### config.mk
export PLATFORM = sky130hd
export DESIGN_NAME = cmp_result_stage
export DESIGN_NICKNAME = d
export VERILOG_FILES = /design/src/rtl/cmp_result_stage.sv
export SDC_FILE = /design/constraint.sdc
export NUM_CORES = 1
export LEC_CHECK = 0
export CORE_AREA = 5 5 64 66
export DETAILED_ROUTE_END_ITERATION = 6
export DIE_AREA = 0 0 69 71
export GPL_ROUTABILITY_DRIVEN = 0
export PLACE_DENSITY_LB_ADDON = 0.12
export SKIP_CTS_REPAIR_TIMING = 1
export SYNTH_ARGS = -nofsm -noshare
export SYNTH_HDL_FRONTEND = slang
export SYNTH_SLANG_ARGS = --single-unit
export TNS_END_PERCENT = 20
### constraint.sdc
create_clock -name clk_i -period 1.42 [get_ports clk_i]
set_clock_uncertainty 0.05 [all_clocks]
set_input_delay 0.142 -clock clk_i [delete_from_list [all_inputs] [get_ports clk_i]]
set_output_delay 0.142 -clock clk_i [all_outputs]
set_load 0.02 [all_outputs]
### src/rtl/cmp_result_stage.sv
// Result stage after the unsigned magnitude comparator: signed fixup,
// compare-op decode, and a small valid/ready result buffer.
module cmp_result_stage #(
    parameter int TAG_W = 4,
    parameter int DEPTH = 2
) (
    input  logic             clk_i,
    input  logic             rst_i,
    input  logic             in_valid_i,
    output logic             in_ready_o,
    input  logic [2:0]       op_i,
    input  logic             lt_i,
    input  logic             eq_i,
    input  logic             gt_i,
    input  logic             a_msb_i,
    input  logic             b_msb_i,
    input  logic [TAG_W-1:0] tag_i,
    output logic             out_valid_o,
    input  logic             out_ready_i,
    output logic [31:0]      result_o,
    output logic             flag_o,
    output logic [TAG_W-1:0] tag_o,
    output logic             err_o,
    input  logic             clear_i
);

    localparam int PW = (DEPTH > 1) ? $clog2(DEPTH) : 1;
    localparam int CW = $clog2(DEPTH + 1);
    localparam logic [CW-1:0] FULL = CW'(DEPTH);

    typedef enum logic [2:0] {
        OP_EQ    = 3'b000,
        OP_NE    = 3'b001,
        OP_SLTU  = 3'b010,
        OP_SLT   = 3'b011,
        OP_SGEU  = 3'b100,
        OP_SGE   = 3'b101,
        OP_CMP3U = 3'b110,
        OP_CMP3S = 3'b111
    } op_e;

    typedef struct packed {
        logic [31:0]      result;
        logic             flag;
        logic [TAG_W-1:0] tag;
    } entry_t;

    logic [PW-1:0] wr_ptr_q, wr_ptr_d;
    logic [PW-1:0] rd_ptr_q, rd_ptr_d;
    logic [CW-1:0] count_q, count_d;
    logic          err_q, err_d;
    entry_t        mem_q [DEPTH];

    logic   push, pop;
    logic   s_lt, s_eq;
    logic   one_hot;
    entry_t dec;
    entry_t head;

    assign in_ready_o  = (count_q != FULL) & ~rst_i;
    assign out_valid_o = (count_q != '0);
    assign push        = in_valid_i & in_ready_o;
    assign pop         = out_valid_o & out_ready_i;

    // Differing sign bits decide the signed order on their own.
    always_comb begin
        s_lt = lt_i;
        s_eq = eq_i;
        if (a_msb_i != b_msb_i) begin
            s_lt = a_msb_i;
            s_eq = 1'b0;
        end
    end

    assign one_hot = ( lt_i & ~eq_i & ~gt_i) |
                     (~lt_i &  eq_i & ~gt_i) |
                     (~lt_i & ~eq_i &  gt_i);

    always_comb begin
        dec        = '0;
        dec.tag    = tag_i;
        unique case (op_e'(op_i))
            OP_EQ:   dec.flag = eq_i;
            OP_NE:   dec.flag = ~eq_i;
            OP_SLTU: dec.flag = lt_i;
            OP_SLT:  dec.flag = s_lt;
            OP_SGEU: dec.flag = ~lt_i;
            OP_SGE:  dec.flag = ~s_lt;
            OP_CMP3U: begin
                dec.flag = ~eq_i;
            end
            OP_CMP3S: begin
                dec.flag = ~s_eq;
            end
            default: dec.flag = 1'b0;
        endcase
        dec.result = {31'b0, dec.flag};
        // Three-way result: eq wins over lt, anything else reads as greater.
        if (op_i == OP_CMP3U) begin
            dec.result = eq_i ? 32'd0 : (lt_i ? 32'd1 : 32'd2);
        end else if (op_i == OP_CMP3S) begin
            dec.result = s_eq ? 32'd0 : (s_lt ? 32'd1 : 32'd2);
        end
    end

    always_comb begin
        wr_ptr_d = wr_ptr_q;
        rd_ptr_d = rd_ptr_q;
        count_d  = count_q;
        if (push) begin
            wr_ptr_d = wr_ptr_q + PW'(1);
        end
        if (pop) begin
            rd_ptr_d = rd_ptr_q + PW'(1);
        end
        if (push & ~pop) begin
            count_d = count_q + CW'(1);
        end else if (pop & ~push) begin
            count_d = count_q - CW'(1);
        end
    end

    always_comb begin
        err_d = err_q;
        if (push & ~one_hot) begin
            err_d = 1'b1;
        end else if (clear_i) begin
            err_d = 1'b0;
        end
    end

    always_ff @(posedge clk_i or posedge rst_i) begin
        if (rst_i) begin
            wr_ptr_q <= '0;
            rd_ptr_q <= '0;
            count_q  <= '0;
            err_q    <= 1'b0;
        end else begin
            wr_ptr_q <= wr_ptr_d;
            rd_ptr_q <= rd_ptr_d;
            count_q  <= count_d;
            err_q    <= err_d;
        end
    end

    always_ff @(posedge clk_i) begin
        if (push) begin
            mem_q[wr_ptr_q] <= dec;
        end
    end

    // Empty slots are masked so stale entries never leak after reset or drain.
    assign head     = mem_q[rd_ptr_q];
    assign result_o = out_valid_o ? head.result : '0;
    assign flag_o   = out_valid_o ? head.flag : 1'b0;
    assign tag_o    = out_valid_o ? head.tag : '0;
    assign err_o    = err_q;

endmodule

* Yosys cells after proc, flatten, opt, wreduce, memory -nomap -nowiden
Memory sizes are Yosys's and may differ from the RTL's.
Index checks and enable logic that the tools add are counted.
** Word-level totals
- Bits of input ports :: 17
- Word-level logic and storage cells :: 64
- Memories :: 1
- Flip-flop bits (word level) :: 5
- Output and inout bits :: 40
- Bits in writable memories :: 14
** Memories
- mem_q :: depth 2, bits a word 7, read ports 1, clocked after memory_dff 0, write ports 1, RTL line 52 : entry_t mem_q [DEPTH];
** Cells by class
- Reductions and logical operators :: 5
- Muxes and demuxes :: 18
- $add $sub $neg :: 4
- Bitwise gates (word level) :: 23
- Equality and inequality tests :: 9
** Operators by type and width (count)
- 32-bit two-way mux :: 1
- 2-bit two-way mux :: 8
- 1-bit bitwise AND :: 12
- 3-bit equality test (second input constant) :: 4
- 1-bit NOT :: 9
- 1-bit two-way mux :: 7
- 1-bit one-hot mux with 7 select lines :: 1
- 3-bit by 2-bit equality test with 1-bit output (second input constant) :: 2
- 2-bit nonzero test :: 3
- 4-bit two-way mux :: 1
- 3-bit by 1-bit equality test with 1-bit output (second input constant) :: 1
- 3-bit zero test :: 1
- 1-bit adder (second input constant) :: 2
- 2-bit by 1-bit adder with 2-bit output (second input constant) :: 1
- 2-bit inequality test (second input constant) :: 1
- 1-bit OR :: 2
- 2-bit OR reduction :: 1
- 2-bit by 1-bit subtractor with 2-bit output (second input constant) :: 1
- 1-bit inequality test :: 1

* Logic depth before layout (Yosys ltp)
- Depth after elaboration :: 8
- Mapped depth :: 8
- Depth with buffers taken out :: 8

* Least setup slack after synthesis
Ideal clock, no wire load.
- Kind :: register to register
- From :: reg count_q[0]
- To :: mem mem_q[0][0] (netlist bit) (enable)
- Arrival time :: 1.405 ns
- Path slack :: -0.395 ns
- Buffers on the path :: 0
- Stages on the path, launching flop included :: 5
- Data required time :: 1.010 ns
- Setup time :: 0.360 ns
- Cell sequence :: dfrtp_1 inv_1 a21oi_1 nand2_1 nor2_1
** On the way
- Word-level cells in the longest chain between the ends :: 5
** RTL lines
- start, declared :: RTL line 50 : logic [CW-1:0] count_q, count_d;
- start signal, assigned :: RTL line 141 : count_q <= count_d;
- 2-bit inequality test :: RTL line 60 : assign in_ready_o = (count_q != FULL) & ~rst_i;
- 1-bit bitwise AND :: RTL line 60
- net in_ready_o :: RTL line 10 : output logic in_ready_o,
- 1-bit bitwise AND :: RTL line 62 : assign push = in_valid_i & in_ready_o;
- 1-bit two-way mux :: RTL line 147 : if (push) begin
- 1-bit two-way mux (not written as such) :: RTL line 148 : mem_q[wr_ptr_q] <= dec;
- end, declared :: RTL line 52
The timed path passes the listed nets, and every way through them passes these cells.

* Worst setup path after layout
- From :: reg count_q[1]
- To :: reg count_q[1]
** On the way
- Word-level cells in the longest chain between the ends :: 6
- Elaborated cells on any way between the ends :: 14
** RTL lines
- 2-bit inequality test :: RTL line 60
- 1-bit bitwise AND :: RTL line 60
- 1-bit bitwise AND :: RTL line 62
- 1-bit NOT :: RTL line 118 : end else if (pop & ~push) begin
- 1-bit bitwise AND :: RTL line 118
- 2-bit nonzero test (no source line)
Several ways; a longest one is shown, not always the timed one. The select of a mux whose other input is x is not followed.
A chain may end at the register's enable or synchronous reset.

==> impl_metrics.json <==
{
  "outcome": "finished, violations left",
  "violations": "setup timing",
  "yosysWarnings": 0,
  "ioPinCount": 57,
  "vias": 841,
  "arrival_ns": 1.58,
  "peakVddDrop_mv": 0.366,
  "power.total_w": 0.00227,
  "drtIter0Drc": 26,
  "setup_ws_ns": -0.0399,
  "overflow": 0,
  "fin_crit_ns": 1.46,
  "yosys.area.top_type_share": 0.349,
  "reg2reg_setup_slack_ns": -0.04,
  "synthArstFlopShare": 0.263,
  "syn_area_mm2": 0.00120,
  "synthAdderAreaFrac": 0.0104,
  "place_inst": 202,
  "synthCells": 116,
  "dieArea_mm2": 0.00490,
  "synth_top_area_cell": "edfxtp_1",
  "antenna_found_initial": 0,
  "track_usage": 0.0835,
  "initial_utilization": 0.342,
  "dp_hpwl_um": 1800,
  "dieHeight_um": 71,
  "end_kind": "flop",
  "die_x_um": 69,
  "routedWlPerCell_um": 10.5,
  "clockRootBuffer": "clkbuf_4",
  "drc": 0,
  "dp_slack_ns": -0.334,
  "synth_simple_gate_area_share": 0.103,
  "clk_latency_ns": 0.28,
  "slew_viol_final": 0,
  "r2r_end": "count_q[1]",
  "start_kind": "flop",
  "numCtsBuffers": 3,
  "netlist-cell-type-count": 30,
  "ys_seq_area_frac": 0.453,
  "cts_tree": "built",
  "syn_avg_cell_area_um2": 10.4,
  "timing_worst_setup_path_type": "flop to flop",
  "fin_crit_sh": 1.03,
  "r2r-start": "count_q[1]",
  "cts.sinks": 19,
  "synth_ff_type": "edfxtp_1",
  "row_count": 22,
  "final_nets": 180,
  "rsz0062_at_grt": "true",
  "clk_path_buf_depth": 2,
  "grt_pass1_vias": 775,
  "reg2reg_depth": 7,
  "setup_viol": 8,
  "ant_nets": 0,
  "synth_compound_area_frac": 0.0810,
  "antenna_cells": 0,
  "vias_per_cell": 4.02,
  "wl_um": 2190,
  "grt_max_degree": 11,
  "area.growth.synth_to_final_pct": 30.9,
  "max_cap_viol_count": 0,
  "htree_levels": 1,
  "synth_xor_area_frac": 0.0509,
  "synth_top_family_by_area": "buffers and inverters",
  "hold_path_class": "input port to async pin",
  "fillCellCount": 358,
  "clock.fmax_ghz": 0.685,
  "clk_pin_slew_ns": 0.10,
  "grt_pass1_wl_um": 3400,
  "synth.area.mux_share": 0.0706,
  "crit_path_max_fanout": 4,
  "synth_edf_count": 14,
  "p_per_area_mw_per_mm2": 1440,
  "hold_viol": 0,
  "required_ns": 1.54,
  "layout-drive-gt1-share": 0.267,
  "first_pass_iters": 4,
  "leakagePower_nw": 0.742,
  "synthTopCellsByArea": "edfxtp_1 (35%), buf_4 (19%), dfrtp_1 (10%), mux2i_1 (5.8%), nor2_1 (4.4%)",
  "final_cells": 209,
  "portBuffers": 26,
  "ys_ff_latch": 19,
  "coreArea_mm2": 0.00352
}
cells in the final DEF, fill, tap and decap left out, drive strengths merged, types with 2 or more instances in the layout:
cell type,count
nor2b,3
inv,6
dfrtp,5
a21oi,2
dlymetal6s2s,4
o31ai,2
xor2,3
clkdlybuf4s50,15
o22ai,2
nand2,6
clkbuf,6
nor2,14
edfxtp,14
xnor2,4
buf,24
conb,30
o21ai,2
mux2i,7
cells in the mapped netlist (all sizes together) (2+ instances only):
library cell and n:
o31ai 2, mux2i 7, nand2 6, dfrtp 5, xnor2 4, buf 33, o22ai 2, o21ai 2
a21oi 2, edfxtp 14, xor2 3, inv 6, nor2 14, nor2b 3
final cells by class:
| class | instances | area (um2) | area share |
|---|---|---|---|
| clock buffer | 4 | 26.3 | 0.0167 |
| timing repair buffer | 45 | 393 | 0.249 |
| sequential | 19 | 549 | 0.348 |
| tap | 48 | 60.1 | 0.0381 |
| inverter | 6 | 22.5 | 0.0143 |
| multi-input combinational | 87 | 527 | 0.334 |
worst max-delay path by stage:
stage,startpoint,endpoint,depth (start not counted)
5_1_grt,rd_ptr_q,result_o[1],4
6_report,count_q[1],count_q[1],7
4_1_cts,rd_ptr_q,result_o[1],3
3_5_place_dp,op_i[2],mem_q[0][5],5
2_1_floorplan,count_q[0],count_q[1],8
3_3_place_gp,op_i[2],mem_q[0][5],5
cell families (layout without fill, tap and decap cells):
kind of cell               count (synthesis)  in the layout
xor gates and xnor gates                   7              7
AOI/OAI and AO/OA                         13             13
adders and majority gates                  1              1
and+or+nand+nor                           28             28
buffers and inverters                     39             55
DFF                                       19             19
muxes                                      8              8
other                                      1             30
power breakdown:
| group | internal [W] | switching [W] |
|---|---|---|
| Combinational | 0.000562 | 0.000626 |
| Clock | 0.000109 | 0.000142 |
| Sequential | 0.000734 | 0.000101 |
registers in the layout (all words and copies together), names as in the netlist:
name      count
rd_ptr_q      1
count_q       2
mem_q        14
err_o         1
wr_ptr_q      1
through the flow:
| step | utilization | TNS (ns) | hold WS (ns) | area (um2) |
|---|---|---|---|---|
| after floorplan | - | -0.160 | -0.130 | 1340 |
| after global placement | 0.433 | -4.14 | 0.398 | 1530 |
| after detailed placement | 0.433 | -4.51 | 0.399 | 1530 |
| after CTS | 0.441 | -4.99 | 0.0819 | 1550 |
| after global routing | 0.448 | -1.27 | 0.0831 | 1580 |
| final | 0.448 | -0.182 | 0.0831 | 1580 |
layer usage:
| metal | global-route usage | routed length, um | vias up |
|---|---|---|---|
| met5 | 0 | 0 | - |
| met4 | 0.0456 | 19 | 0 |
| met3 | 0.0142 | 124 | 2 |
| met2 | 0.144 | 1130 | 35 |
| met1 | 0.0986 | 910 | 381 |
| li1 | - | - | 423 |
critical path: stages, from the launching register on:
cell and delay [ns]:
dfrtp_2 0.46, nor2_4 0.17, inv_1 0.07, nand2_1 0.09, ha_1 0.16, xor2_1 0.14, nor2_1 0.07, xor2_1 0.14
(Power assumes the default switching activity.)
